$ cat config.mk
export PLATFORM = sky130hd
export DESIGN_NAME = mux_select_sequencer
export DESIGN_NICKNAME = d
export VERILOG_FILES = /design/src/rtl/mux_select_sequencer_pkg.sv /design/src/rtl/mux_select_sequencer_dwell_timer.sv /design/src/rtl/mux_select_sequencer.sv
export SDC_FILE = /design/constraint.sdc
export NUM_CORES = 1
export LEC_CHECK = 0
export BUFFER_PORTS_ARGS = -buffer_cell sky130_fd_sc_hd__clkbuf_2
export CORE_UTILIZATION = 51
export DETAILED_ROUTE_END_ITERATION = 12
export PLACE_DENSITY = 0.72
export SLEW_MARGIN = 15
export SYNTH_ARGS = -nofsm -noshare
export SYNTH_HDL_FRONTEND = slang
export SYNTH_SLANG_ARGS = --single-unit
$ cat constraint.sdc
create_clock -name clk -period 2.35 [get_ports clk]
set_clock_uncertainty 0.05 [all_clocks]
set_input_delay 0.5875 -clock clk [delete_from_list [all_inputs] [get_ports clk]]
set_output_delay 0.5875 -clock clk [all_outputs]
set_load 0.01 [all_outputs]
$ cat src/rtl/mux_select_sequencer_pkg.sv
// rtl/mux_select_sequencer_pkg.sv - shared state encoding, select geometry and one-hot helper
package mux_select_sequencer_pkg;

    localparam logic ST_IDLE = 1'b0;
    localparam logic ST_SCAN = 1'b1;
    localparam int   SEL_W   = 2;
    localparam int   NPOS    = 4;

    localparam logic [SEL_W-1:0] LAST_POS = SEL_W'(NPOS - 1);

    typedef enum logic {
        IDLE = ST_IDLE,
        SCAN = ST_SCAN
    } state_t;

    function automatic logic [NPOS-1:0] pos_onehot(input logic [SEL_W-1:0] pos);
        return NPOS'(1) << pos;
    endfunction

endpackage

$ cat src/rtl/mux_select_sequencer_dwell_timer.sv
// rtl/mux_select_sequencer_dwell_timer.sv - dwell counter with clear/enable and terminal count at DWELL-1
module dwell_timer #(
    parameter int DWELL = 1,
    parameter int CW    = 8
) (
    input  logic clk,
    input  logic rst_n,
    input  logic clr,
    input  logic en,
    output logic tc
);

    localparam logic [CW-1:0] TC_VAL = CW'(DWELL - 1);

    logic [CW-1:0] count;

    always_ff @(posedge clk or negedge rst_n) begin
        if (!rst_n) begin
            count <= '0;
        end else if (clr) begin
            count <= '0;
        end else if (en) begin
            count <= count + CW'(1);
        end
    end

    assign tc = (count == TC_VAL);

endmodule

$ cat src/rtl/mux_select_sequencer.sv
// rtl/mux_select_sequencer.sv - 4-position select scanner feeding the 4:1 mux / 2-to-4 decoder (option: SCAN_LOOP_EN)
module mux_select_sequencer
    import mux_select_sequencer_pkg::*;
#(
    parameter int DWELL = 1,
    parameter int CW    = 8
) (
    input  logic       clk,
    input  logic       rst_n,
    input  logic       load_valid,
    output logic       load_ready,
    input  logic [3:0] data_in,
    output logic       s0,
    output logic       s1,
    output logic [3:0] sel_onehot,
    output logic       bit_out,
    output logic       bit_valid,
    output logic       busy,
    output logic       done
);

    state_t            state;
    logic [SEL_W-1:0]  sel;
    logic [NPOS-1:0]   word;
    logic              done_r;
    logic              tc;
    logic              scanning;

    assign scanning = (state == SCAN);

    // Counter is held clear in IDLE so every scan starts from a fresh dwell.
    dwell_timer #(
        .DWELL (DWELL),
        .CW    (CW)
    ) u_dwell_timer (
        .clk   (clk),
        .rst_n (rst_n),
        .clr   (!scanning || tc),
        .en    (scanning),
        .tc    (tc)
    );

`ifdef SCAN_LOOP_EN
    assign load_ready = !scanning || (sel == LAST_POS && tc);
`else
    assign load_ready = !scanning;
`endif

    always_ff @(posedge clk or negedge rst_n) begin
        if (!rst_n) begin
            state  <= IDLE;
            sel    <= '0;
            word   <= '0;
            done_r <= 1'b0;
        end else begin
            done_r <= 1'b0;
            case (state)
                IDLE: begin
                    if (load_valid) begin
                        word  <= data_in;
                        sel   <= '0;
                        state <= SCAN;
                    end
                end
                SCAN: begin
                    if (tc) begin
                        if (sel != LAST_POS) begin
                            sel <= sel + SEL_W'(1);
                        end else begin
                            sel    <= '0;
                            done_r <= 1'b1;
`ifdef SCAN_LOOP_EN
                            if (load_valid) begin
                                word <= data_in;
                            end
`else
                            state <= IDLE;
`endif
                        end
                    end
                end
                default: state <= IDLE;
            endcase
        end
    end

    assign s0         = sel[0];
    assign s1         = sel[1];
    assign sel_onehot = scanning ? pos_onehot(sel) : '0;
    assign bit_out    = scanning & word[sel];
    assign bit_valid  = scanning;
    assign busy       = scanning;
    assign done       = done_r;

endmodule

# Yosys cells after proc, flatten, opt, wreduce, memory -nomap -nowiden
# Index checks and enable logic that the tools add are counted.
# classes
n_addsub	2
multipliers	0
n_div	0
magnitude_cmp	1
eq_ne	3
n_shift	1
n_mux	16
bitwise_logic	2
n_reduce_logical	6
# ops
cell	count
two-way mux 8 bit	2
adder 8 x 1 -> 8 bit, second input constant	1
logical NOT 8 bit	1
two-way mux 1 bit	7
two-way mux 2 bit	3
two-way mux 4 bit	1
inequality test 2 bit, second input constant	2
case mux 2 bit (2 select lines)	1
AND reduction 2 bit	2
left shift 1 x 2 -> 4 bit, first input constant	1
less-than comparator 2 x 3 -> 1 bit, second input constant	1
adder 2 x 1 -> 2 bit, second input constant	1
binary-select mux 1 bit (select 2 bit)	1
inequality test 2 x 1 -> 1 bit, second input constant	1
case mux 1 bit (2 select lines)	1
nonzero test 2 bit	1
AND 1 bit	1
logical NOT 1 bit	1
logical OR 1 bit	1
inverter 1 bit	1
# totals
register_bits	16
latchBits	0
ramBits	0
mem_bits_ro	0
inputBits	7
out_inout_bits	11
wordCells	36
mem_count	0

# Depth between registers and ports, before layout
# depth
ltp_word	4
ltp_mapped	5
ltp_nobuf	5

# Modules after synthesis
# Synthesis repeated with hierarchy kept, for this count alone.
# unflattened
hier_cells	79
area_unflattened_um2	855.8
# modules_own_cells
module	instances	cells_each	area_each_um2	seq_area_each_um2
mux_select_sequencer	1	38	444.2	200.2
dwell_timer	1	41	411.6	200.2

# Worst setup path after synthesis
# No wires, ideal clock.
# synth_timing
kind	register to output
start	register sel[0]
end	output bit_out
t_arrival_ns	1.178
required_time_ns	1.712
setup_slack_ns	0.535
path_stages_with_launch	3
n_path_buf	0
path_cell_list	dfrtp_1 mux4_2 and2_1
# synth_via
elab_chain_cells	3
# synth_lines
element	line_no	text
from (decl)	mux_select_sequencer.sv:23	logic [SEL_W-1:0] sel;
from (signal assigned)	mux_select_sequencer.sv:68	sel <= sel + SEL_W'(1);
binary-select mux 1 bit (select 2 bit)	mux_select_sequencer.sv:90	assign bit_out = scanning & word[sel];
two-way mux 1 bit (not written as such)	mux_select_sequencer.sv:90	
AND 1 bit	mux_select_sequencer.sv:90	
to (decl)	mux_select_sequencer.sv:16	output logic bit_out,
# Every way passes these cells. The select of a mux whose other input is x is not followed.

# Worst setup path in the final report
# Ends and elaborated chain as after synthesis.

==> impl_metrics.yaml <==
worst_setup_path:
  crit_fanout: 7
  rrSetupSlack_ns: 0.80
  arrival_ns: 1.55
  reg2reg_from: "u_dwell_timer.count[0]"
  reg2reg_to: "sel[0]"
  crit_type: "reg2out"
  worst_setup_path_start_kind: "register"
  reg2regPathDepth: 5
  crit_required_ns: 1.71
  critPathCaptureType: "output pin"
grt:
  gr-usage-all-layers_pct: 19.40
  grt_pass1_wl_mm: 2.566
  antenna_found_initial: 0
  overflow: 0
  grt_start_max_net_pins: 17
  grt_pass1_vias: 587
timing:
  layout_min_cycle_time_ns: 2.191
  finalHoldViolCount: 0
  max_freq_ghz: 0.4565
  whs_ns: 0.1695
  finalWorstSetupSlack_ns: 0.1593
  rsz0062_at_grt: "false"
  period_share_pct: 93.22
  tightestPinTransition_ns: 0.4467
  slew_headroom_pct: 69.84
  finalSetupViolations: 0
  slew_viol_final: 0
  tns_ns: 0
final_layout:
  area_delta_synth_final_pct: 14.35
  nFillCells: 135
  final_nets: 111
  antenna_cells: 0
  final_area_um2: 957.2
  post_route_cells_drive_above_1_share_pct: 29.17
floorplanning:
  core_um2: 1524
  die_h_um: 42.51
  io_pins: 18
  die-area_um2: 1807
  start_util_pct: 54.93
  rows: 14
  dieWidth_um: 42.51
power_and_ir_drop:
  power_density_nw_per_um2: 1005
  p_int_mw: 0.6101
  power.leakage_nw: 0.4588
  seq_power_share_pct: 43.4
  p_comb_share_pct: 42.1
  clkPwrFrac_pct: 14.5
  peakVddDrop_mv: 0.6414
  swShare_pct: 36.60
  p_sw_mw: 0.3523
clock_tree:
  cts-root-buf: "clkbuf_4"
  clk_pin_slew_ns: 0.09
  cts_tree: "built"
  clkLatencyLatePin_ns: 0.28
  h-tree-depth: 1
  cts_buffers: 3
  post_cts_resized: 0
  clk_path_buf_depth: 2
  clock-sinks: 16
  cts_setup_buffers: 0
  cts_hold_buf: 0
synthesis:
  synthSimpleGateAreaFrac_pct: 20.93
  synth_compound_area_share_pct: 7.025
  synth_cell_types: 25
  synth_top_family_by_area: "simple AND/OR/NAND/NOR gates"
  synthAdderAreaFrac_pct: 8.969
  yosys_register_bits: 16
  synthCells: 77
  syn_nets: 90
  avgSynthCellArea_um2: 10.87
  synth_xor_area_share_pct: 3.139
  synth_warnings: 0
  seq_area_frac_synth_pct: 47.83
  syn_area_um2: 837.1
  synth_mux_area_share_pct: 8.072
placed_design:
  pre_cts_ws_ns: 0.4624
  dp_hpwl_mm: 1.095
  routabilityCongestion: 0.7591
  io_buffer_count: 17
  dpl_cell_area_um2: 934.6
drt:
  dr_total_vias: 607
  wl_mm: 1.477
  route.detailed.drc: 0
  drtAntennaViolNets: 0
  vias_per_cell: 5.420
  dr.pass1.iters: 4
  first_iter_violations: 18
  wl_per_cell_um: 13.19
job:
  cap_violations: 0
run_status:
  status: "finished clean"
worst_hold_path:
  min_path_type: "in2async"
-- how the worst max path moves through the flow --
stage | start | end | slack (ns) | depth (start not counted)
after floorplan | sel[0] | bit_out | 0.53 | 2
final | sel[0] | bit_out | 0.16 | 3
after CTS | sel[0] | bit_out | 0.14 | 3
after detailed placement | sel[0] | bit_out | 0.46 | 3
after global placement | sel[0] | bit_out | 0.48 | 3
after global routing | sel[0] | bit_out | 0.1 | 3
-- cells by family after synthesis --
| family | after synthesis |
|---|---|
| flops | 16 |
| mux | 5 |
| fa+ha+maj | 6 |
| xor+xnor | 3 |
| buf+inv | 8 |
| compound gates | 9 |
| simple gates | 30 |
-- flip-flops by register name, summed over array words and instances, names as in the netlist --
| name | count |
|---|---|
| u_dwell_timer.count | 8 |
| bit_valid | 1 |
| sel | 2 |
| word | 4 |
| done | 1 |
-- critical path: stages (launching register included) --
cell and delay, ns:
dfrtp_1 0.48, mux4_2 0.52, and2_1 0.16, clkbuf_2 0.12
-- synthesized netlist by cell type --
library cell	instances	share of area (%)
nor4b_4	1	2.8
mux4_2	1	2.7
nor3_1	1	0.60
nor2_1	7	3.1
and2_1	6	4.5
a21oi_2	1	1.0
o211ai_1	1	0.90
or3_1	3	2.2
a21oi_1	2	1.2
mux2_2	4	5.4
nor3b_1	1	0.90
ha_1	6	9.0
o311ai_0	1	1.0
nand3_1	4	2.4
nand2_1	3	1.3
buf_4	1	0.90
a21o_2	1	1.0
xor2_1	1	1.0
inv_1	7	3.1
dfrtp_1	16	48
xnor2_1	2	2.1
and3_1	1	0.75
nand4_1	2	1.5
nor2b_1	1	0.75
o21ai_0	3	1.8
-- stage by stage --
step                total power, mW  util, %  instances
floorplan                    0.6780        -         77
global placement             0.8169    61.33        109
detailed placement           0.8311    61.33        109
CTS                          0.9738    62.81        112
global route                  1.039    62.81        112
finish                       0.9624    62.81        112
-- layout make-up --
type | instances | area [µm²] | area share [%]
multi-input combinational | 53 | 402.9 | 42.09
sequential | 16 | 400.4 | 41.83
timing repair buffer | 17 | 85.08 | 8.889
inverter | 7 | 26.28 | 2.745
clock buffer | 3 | 22.52 | 2.353
tap | 16 | 20.02 | 2.092
-- power by group through the flow --
stage                     clock (mW)  sequential (mW)  combinational (mW)
after global placement             0            0.419               0.398
after CTS                      0.145            0.418               0.411
after global routing           0.156            0.430               0.454
after detailed placement           0            0.423               0.408
after floorplan                    0            0.421               0.257
final                          0.139            0.418               0.405
-- metal layers --
layer / track usage (%) / up-vias / wire length, µm
met2: 28.62 / 16 / 651
met4: 7.500 / 0 / 16
li1: - / 299 / -
met5: 0 / - / 0
met1: 27.81 / 288 / 762
met3: 4.310 / 4 / 47
-- placed cells by master (no fill, tap or decap), drive strengths merged --
cell type / Yosys / routed
o211ai: 1 / 1
inv: 7 / 7
xor2: 1 / 1
nand2: 3 / 3
o21ai: 3 / 3
nand3: 4 / 4
nor2b: 1 / 1
mux2: 4 / 4
and3: 1 / 1
nand4: 2 / 2
mux4: 1 / 1
a21o: 1 / 1
nor3b: 1 / 1
nor3: 1 / 1
or3: 3 / 3
nor2: 7 / 7
ha: 6 / 6
xnor2: 2 / 2
dfrtp: 16 / 16
and2: 6 / 6
a21oi: 3 / 3
o311ai: 1 / 1
nor4b: 1 / 1
clkbuf: 0 / 20
(Power assumes the default switching activity.)
